**src/rtl/fetch_pc_gen_pkg.sv**
```systemverilog
// -----------------------------------------------------------------------------
// fetch_pc_gen_pkg
// Shared constants and types for the fetch PC generator: reset vector, AdEL
// exception code, 2-bit FSM state encoding, fetch stride and a misalignment
// helper.
// Build option: FETCH_DOUBLE_WORD_EN selects the 8-byte fetch stride.
// -----------------------------------------------------------------------------
package fetch_pc_gen_pkg;

    localparam logic [31:0] RESET_VECTOR = 32'hBFC00000;
    localparam logic [4:0]  EXC_ADEL     = 5'h04;

`ifdef FETCH_DOUBLE_WORD_EN
    localparam logic [31:0] FETCH_STRIDE = 32'd8;
`else
    localparam logic [31:0] FETCH_STRIDE = 32'd4;
`endif

    typedef enum logic [1:0] {
        ST_IDLE  = 2'd0,
        ST_RUN   = 2'd1,
        ST_STALL = 2'd2,
        ST_STOP  = 2'd3
    } fetch_state_e;

    function automatic logic is_misaligned(input logic [31:0] addr);
        return addr[1:0] != 2'b00;
    endfunction

endpackage

```
**src/rtl/fetch_pc_gen_if.sv**
```systemverilog
// -----------------------------------------------------------------------------
// fetch_pc_gen_if
// Fetch request bus between the PC generator (master) and the instruction
// cache / MMU side (slave).
//   inst_req            master->slave  fetch request
//   inst_index_ok       slave->master  request accepted this cycle
//   PCR_VAddr_o         master->slave  request virtual address
//   FCT_hasException_o  master->slave  accepted request was misaligned
//   FCT_ExcCode_o       master->slave  AdEL when exception flagged, else 0
//   FCT_flush_o         master->slave  kill the in-flight accepted request
// -----------------------------------------------------------------------------
interface fetch_pc_gen_if;

    logic        inst_req;
    logic        inst_index_ok;
    logic [31:0] PCR_VAddr_o;
    logic        FCT_hasException_o;
    logic [4:0]  FCT_ExcCode_o;
    logic        FCT_flush_o;

    modport master (
        output inst_req,
        input  inst_index_ok,
        output PCR_VAddr_o,
        output FCT_hasException_o,
        output FCT_ExcCode_o,
        output FCT_flush_o
    );

    modport slave (
        input  inst_req,
        output inst_index_ok,
        input  PCR_VAddr_o,
        input  FCT_hasException_o,
        input  FCT_ExcCode_o,
        input  FCT_flush_o
    );

endinterface

```
**src/rtl/fetch_pc_gen_next_pc.sv**
```systemverilog
// -----------------------------------------------------------------------------
// fetch_next_pc
// Combinational next-PC selection: CP0 redirect > branch redirect > sequential
// advance on acceptance > hold.
// Build option: FETCH_DOUBLE_WORD_EN rounds the sequential step to the next
// 8-byte fetch block instead of PC+4.
//   pc           current PC
//   cp0_flush    CP0 redirect request, cp0_target its target
//   br_redirect  branch redirect request, br_target its target
//   advance      request accepted this cycle
//   next_pc      PC for the next cycle
//   redirect     either redirect present
// -----------------------------------------------------------------------------
module fetch_next_pc
    import fetch_pc_gen_pkg::*;
(
    input  logic [31:0] pc,
    input  logic        cp0_flush,
    input  logic [31:0] cp0_target,
    input  logic        br_redirect,
    input  logic [31:0] br_target,
    input  logic        advance,
    output logic [31:0] next_pc,
    output logic        redirect
);

    logic [31:0] seq_pc;

    always_comb begin
`ifdef FETCH_DOUBLE_WORD_EN
        seq_pc = {pc[31:3] + FETCH_STRIDE[31:3], 3'b000};
`else
        seq_pc = pc + FETCH_STRIDE;
`endif
        next_pc = pc;
        if (cp0_flush) begin
            next_pc = cp0_target;
        end else if (br_redirect) begin
            next_pc = br_target;
        end else if (advance) begin
            next_pc = seq_pc;
        end
    end

    assign redirect = cp0_flush | br_redirect;

endmodule

```
**src/rtl/fetch_pc_gen.sv**
```systemverilog
// -----------------------------------------------------------------------------
// fetch_pc_gen
// Instruction fetch PC generator. Issues fetch requests, advances the PC on
// acceptance, applies CP0/branch redirects and flags misaligned fetches (AdEL).
// Build option: FETCH_DOUBLE_WORD_EN (8-byte sequential stride).
//   clk, rst                      clock, async active-low reset
//   CP0_flush_i / CP0_target_i    exception/ERET redirect and target
//   BR_redirect_i / BR_target_i   branch mispredict redirect and target
//   BE_stall_i                    backend full, hold further fetch
//   fch                           fetch request bus (master side)
//
// state    | meaning
// ---------+------------------------------------------------------
// ST_IDLE  | after reset, no request, RUN next cycle
// ST_RUN   | requesting (gated off while BE_stall_i is high)
// ST_STALL | backend full, no request until BE_stall_i drops
// ST_STOP  | misaligned fetch accepted, waiting for a redirect
// -----------------------------------------------------------------------------
module fetch_pc_gen
    import fetch_pc_gen_pkg::*;
(
    input  logic                  clk,
    input  logic                  rst,
    input  logic                  CP0_flush_i,
    input  logic [31:0]           CP0_target_i,
    input  logic                  BR_redirect_i,
    input  logic [31:0]           BR_target_i,
    input  logic                  BE_stall_i,
    fetch_pc_gen_if.master        fch
);

    fetch_state_e state_q, state_d;
    logic [31:0]  pc_q;
    logic [31:0]  pc_d;
    logic         exc_q;
    logic         flush_q;
    logic         req;
    logic         accept;
    logic         redirect;

    // Stall masks the request combinationally so nothing can be accepted
    // while the backend is full and the PC stays put.
    assign req    = (state_q == ST_RUN) && !BE_stall_i;
    assign accept = req && fch.inst_index_ok;

    fetch_next_pc u_next_pc (
        .pc          (pc_q),
        .cp0_flush   (CP0_flush_i),
        .cp0_target  (CP0_target_i),
        .br_redirect (BR_redirect_i),
        .br_target   (BR_target_i),
        .advance     (accept),
        .next_pc     (pc_d),
        .redirect    (redirect)
    );

    always_comb begin
        state_d = state_q;
        case (state_q)
            ST_IDLE:  state_d = ST_RUN;
            ST_RUN: begin
                if (accept && is_misaligned(pc_q)) begin
                    state_d = ST_STOP;
                end else if (BE_stall_i) begin
                    state_d = ST_STALL;
                end
            end
            ST_STALL: if (!BE_stall_i) state_d = ST_RUN;
            ST_STOP:  state_d = ST_STOP;
            default:  state_d = ST_IDLE;
        endcase
        if (redirect) begin
            state_d = ST_RUN;
        end
    end

    always_ff @(posedge clk or negedge rst) begin
        if (!rst) begin
            state_q <= ST_IDLE;
            pc_q    <= RESET_VECTOR;
            exc_q   <= 1'b0;
            flush_q <= 1'b0;
        end else begin
            state_q <= state_d;
            pc_q    <= pc_d;
            // A redirect on the accepting cycle kills the fetch, so its
            // misalignment is never reported.
            exc_q   <= accept && is_misaligned(pc_q) && !redirect;
            flush_q <= redirect;
        end
    end

    assign fch.inst_req           = req;
    assign fch.PCR_VAddr_o        = pc_q;
    assign fch.FCT_hasException_o = exc_q;
    assign fch.FCT_ExcCode_o      = exc_q ? EXC_ADEL : 5'h00;
    assign fch.FCT_flush_o        = flush_q;

endmodule

```
**src/flat_wrapper.sv**
```systemverilog
// flat-port wrapper written by rule: the top's interface ports become plain ports
module fetch_pc_gen_flat import fetch_pc_gen_pkg::*;
  (clk, rst, CP0_flush_i, CP0_target_i, BR_redirect_i, BR_target_i, BE_stall_i, fch_inst_req, fch_inst_index_ok, fch_PCR_VAddr_o, fch_FCT_hasException_o, fch_FCT_ExcCode_o, fch_FCT_flush_o);
  fetch_pc_gen_if fch_i ();
  input  logic clk;
  input  logic rst;
  input  logic CP0_flush_i;
  input  logic [31:0] CP0_target_i;
  input  logic BR_redirect_i;
  input  logic [31:0] BR_target_i;
  input  logic BE_stall_i;
  output wire logic [$bits(fch_i.inst_req)-1:0] fch_inst_req;
  input wire logic [$bits(fch_i.inst_index_ok)-1:0] fch_inst_index_ok;
  output wire logic [$bits(fch_i.PCR_VAddr_o)-1:0] fch_PCR_VAddr_o;
  output wire logic [$bits(fch_i.FCT_hasException_o)-1:0] fch_FCT_hasException_o;
  output wire logic [$bits(fch_i.FCT_ExcCode_o)-1:0] fch_FCT_ExcCode_o;
  output wire logic [$bits(fch_i.FCT_flush_o)-1:0] fch_FCT_flush_o;
  assign fch_inst_req = fch_i.inst_req;
  assign fch_i.inst_index_ok = fch_inst_index_ok;
  assign fch_PCR_VAddr_o = fch_i.PCR_VAddr_o;
  assign fch_FCT_hasException_o = fch_i.FCT_hasException_o;
  assign fch_FCT_ExcCode_o = fch_i.FCT_ExcCode_o;
  assign fch_FCT_flush_o = fch_i.FCT_flush_o;
  fetch_pc_gen u_core (.clk(clk), .rst(rst), .CP0_flush_i(CP0_flush_i), .CP0_target_i(CP0_target_i), .BR_redirect_i(BR_redirect_i), .BR_target_i(BR_target_i), .BE_stall_i(BE_stall_i), .fch(fch_i));
endmodule
```
**config.mk**
```make
export PLATFORM = sky130hd
export DESIGN_NAME = fetch_pc_gen_flat
export DESIGN_NICKNAME = d
export VERILOG_FILES = /design/src/rtl/fetch_pc_gen_pkg.sv /design/src/rtl/fetch_pc_gen_if.sv /design/src/rtl/fetch_pc_gen_next_pc.sv /design/src/rtl/fetch_pc_gen.sv /design/src/flat_wrapper.sv
export SDC_FILE = /design/constraint.sdc
export NUM_CORES = 1
export LEC_CHECK = 0
export ABC_AREA = 1
export BUFFER_PORTS_ARGS = -buffer_cell sky130_fd_sc_hd__buf_2
export CORE_MARGIN = 2
export CORE_UTILIZATION = 45
export CTS_CLUSTER_SIZE = 8
export DETAILED_ROUTE_END_ITERATION = 16
export GPL_TIMING_DRIVEN = 0
export PLACE_DENSITY = 0.83
export SYNTH_ARGS = -nofsm -noshare
export SYNTH_HDL_FRONTEND = slang
export SYNTH_SLANG_ARGS = --single-unit
```
**constraint.sdc**
```tcl
create_clock -name clk -period 3.18 [get_ports clk]
set_input_delay 0.636 -clock clk [delete_from_list [all_inputs] [get_ports clk]]
set_output_delay 0.636 -clock clk [all_outputs]
set_load 0.02 [all_outputs]
```
==> results.rst <==
.. list-table::
   :header-rows: 1

   * - Metric
     - Value
   * - Count of vias placed by the detailed router
     - 3,494
   * - Design Power
     - 1.426 mW
   * - Synth Instances
     - 486
   * - Max-slew headroom at the worst pin
     - 42.92%
   * - Quantity of I/O buffers inserted on ports
     - 104
   * - Clock tree from TritonCTS
     - done
   * - Endpoints failing hold
     - 0
   * - Maximum clock skew at final layout
     - 9.403 ps
   * - Source of the critical timing path
     - BE_stall_i
   * - # H-tree levels
     - 2
   * - Overall die area
     - 7185 µm²
   * - Wire length of the first global-routing pass
     - 15.06 mm
   * - Endpoint kind of the worst setup timing path
     - primary output
   * - Root Driver
     - sky130_fd_sc_hd__clkbuf_8
   * - Max_cap viols
     - 0
   * - Initial Util
     - 46.49%
   * - Total Negative Setup Slacks
     - 0 ps
   * - Depth of the most critical reg-to-reg path
     - 9
   * - Critical Path RT
     - ~2500 ps
   * - Post-cts hold buffer count
     - 0
   * - Fin crit period
     - 1865 ps
   * - Worst R2R Start
     - u_core.fch.PCR_VAddr_o[2]
   * - Clock buffers created by TritonCTS
     - 5
   * - Total core area
     - 6314 µm²
   * - Result of the run
     - complete, no violations
   * - Internal reg-to-reg setup slack
     - 1490 ps
   * - Count of buffers added by post-CTS timing repair for setup
     - 0
   * - Ratio of final minimum period to clock period
     - 58.65%
   * - Peak Freq
     - 0.5362 GHz
   * - Number of flops mapped to enable cells by yosys
     - 0
   * - Worst r2r dst
     - u_core.fch.PCR_VAddr_o[16]
   * - Unique masters post-synth
     - 34
   * - 1st-iter DRT viols
     - 253
   * - Worst IR Drop VDD
     - 0.2147 mV
   * - Placed cell area
     - 3563 µm²
   * - Clock Sink Count
     - 36
   * - Number of inserted diodes
     - 0
   * - Power density over the cells
     - 389.9 nW/µm²
   * - Crit path DAT
     - 1230 ps
   * - Final global-route overflow total
     - 0
   * - Initial antenna violation count
     - 0
   * - CTS max path bufs
     - 2
   * - Die outline width
     - between 80 and 90 µm
   * - Cells resized by post-CTS repair
     - 0
   * - Kind of path behind the tightest hold check
     - primary input to async pin
   * - GR Util All Layers
     - 25.87%
   * - Mean number of vias per cell
     - 5.153
   * - Sequential cell area fraction in the yosys report
     - approximately 31%
   * - Startpoint Class
     - primary input
   * - Clock Pin Slew Worst Setup and Hold Paths
     - 80 ps
   * - Placer Congestion
     - 0.9619
   * - Placed Instances
     - 670
   * - Highest fanout seen on the critical path
     - 3
   * - Mean Syn Cell Area
     - 6.040 µm²
   * - Endpoint of the worst setup timing path
     - fch_inst_req
   * - Largest net degree at the start of global routing
     - 37
   * - Average wire length per cell after detail routing
     - 13.46 µm
   * - Remaining design rule violation count
     - 0
   * - Static Leak
     - 1.943 nW
   * - Source-to-sink clock delay at the later pin of the worst-skew pair
     - 300 ps
   * - Die height
     - 84.77 µm
   * - Number of global-route vias before repair
     - roughly 3,200
   * - Worst slew pin tran
     - around 860 ps
   * - Share of post-route cells with drive strength above 1
     - 25.29%
   * - Non-filler instance count after layout
     - 678
   * - Fraction of registers with async set or reset after synthesis
     - 100.0%
   * - Warnings, synthesis
     - 0
   * - Yosys reg bits
     - 36
   * - Post-Synthesis Cell Area
     - 2935 µm²
   * - Routed wire length
     - roughly 9.1 mm
   * - Routed Antenna Nets
     - 0
   * - Worst setup path category
     - primary input to primary output
   * - Area added between synthesis and finish
     - 24.55%
   * - Max Slew Vio Count
     - 0
   * - Count of boundary I/O pins
     - 110
   * - Length of the first detailed-routing pass in iterations
     - 7
   * - Setup repair after global routing missed its margin
     - no
   * - Final number of setup-violating endpoints
     - 0
   * - Hpwl dp
     - 6.942 mm
   * - Total Nets Final
     - 671
   * - Fill cell instance count of the final layout
     - 659
   * - Most used flip-flop cell after synthesis
     - sky130_fd_sc_hd__dfrtp_1
   * - Final Instance Area
     - 3656 µm²
   * - Placement row count
     - 29
flip-flops by register name, indices dropped and copies added (netlist names):
| signal | flops |
|---|---|
| u_core.state_q | 2 |
| u_core.fch.FCT_hasException_o | 1 |
| u_core.fch.FCT_flush_o | 1 |
| u_core.fch.PCR_VAddr_o | 32 |
cells by family (layout without fill, tap and decap cells):
group,Yosys count,after routing,share of synthesized area (%)
other,1,4,0.1278
DFF,36,36,31.07
xor gates and xnor gates,5,5,1.492
and+or+nand+nor,329,329,47.61
adders and majority gates,1,1,0.4262
buffers and inverters,59,171,8.908
AOI/OAI and AO/OA,55,55,10.36
critical path, stage by stage:
cell	delay (ps)
sky130_fd_sc_hd__buf_2	120
sky130_fd_sc_hd__nor3_2	260
sky130_fd_sc_hd__buf_2	210
routing by layer:
layer	vias to the layer above	track usage, %	wire [µm]
met1	1590	35.22	4098
met5	-	0	0
met4	0	7.359	152
li1	1751	-	-
met3	11	3.835	587
met2	142	42.88	4286
where the power goes:
group | switching, mW | internal [mW]
registers | 0.0818 | 0.523
clock network | 0.192 | 0.155
logic | 0.300 | 0.174
cells in the final DEF, fill, tap and decap left out, drive strengths merged, types with 9 or more instances in the layout:
master    n
o21ai    17
dfrtp    27
clkbuf   15
nor2     96
nand2   188
inv      35
a21oi    24
dfstp     9
buf     117
nand3    39
area by class of cell:
cell class | count | area (µm²) | share of cell area, %
Timing Repair Buffer | 104 | 520.5 | 14.24
Sequential cell | 36 | 912.1 | 24.95
Tap cell | 77 | 96.34 | 2.635
Multi-Input combinational cell | 394 | 1773 | 48.49
Clock inverter | 3 | 23.77 | 0.6502
Inverter | 36 | 135.1 | 3.696
Buffer | 23 | 126.4 | 3.457
Clock buffer | 5 | 68.82 | 1.882
cell usage after synthesis (3+ instances only):
cell type	n	area, µm²
sky130_fd_sc_hd__a21oi_1	24	120.1
sky130_fd_sc_hd__buf_2	5	25.02
sky130_fd_sc_hd__buf_4	8	60.06
sky130_fd_sc_hd__clkbuf_1	9	33.78
sky130_fd_sc_hd__dfrtp_1	27	675.7
sky130_fd_sc_hd__dfstp_2	9	236.5
sky130_fd_sc_hd__inv_1	34	127.6
sky130_fd_sc_hd__nand2_1	183	686.9
sky130_fd_sc_hd__nand2_4	3	33.78
sky130_fd_sc_hd__nand3_1	39	195.2
sky130_fd_sc_hd__nor2_1	86	322.8
sky130_fd_sc_hd__nor2_2	3	18.77
sky130_fd_sc_hd__nor2_4	6	67.56
sky130_fd_sc_hd__o21ai_0	14	70.07
sky130_fd_sc_hd__o21ai_1	3	15.01
sky130_fd_sc_hd__o21bai_1	4	30.03
sky130_fd_sc_hd__o22ai_1	3	18.77
sky130_fd_sc_hd__xnor2_1	4	35.03
worst min path at each step:
stage	from	endpoint	slack, ps	cells past startpoint
floorplan	rst	u_core.fch.FCT_flush_o	340	0
global placement	u_core.fch.PCR_VAddr_o[31]	u_core.fch.PCR_VAddr_o[31]	480	2
detailed placement	u_core.fch.PCR_VAddr_o[22]	u_core.fch.PCR_VAddr_o[22]	490	2
CTS	rst	u_core.fch.PCR_VAddr_o[0]	460	1
global route	rst	u_core.fch.PCR_VAddr_o[0]	480	1
finish	rst	u_core.fch.PCR_VAddr_o[0]	430	1
per-stage QoR:
stage | setup WS, ps | util [%] | hold WS [ps]
3_5_place_dp | 1240 | 56.44 | 495.0
5_1_grt | 1286 | 57.91 | 479.5
2_1_floorplan | 1336 | - | 340.4
6_report | 1315 | 57.91 | 433.9
3_3_place_gp | 1298 | 56.44 | 475.7
4_1_cts | 1318 | 57.91 | 458.6
Power figures use the tool's default switching activity.
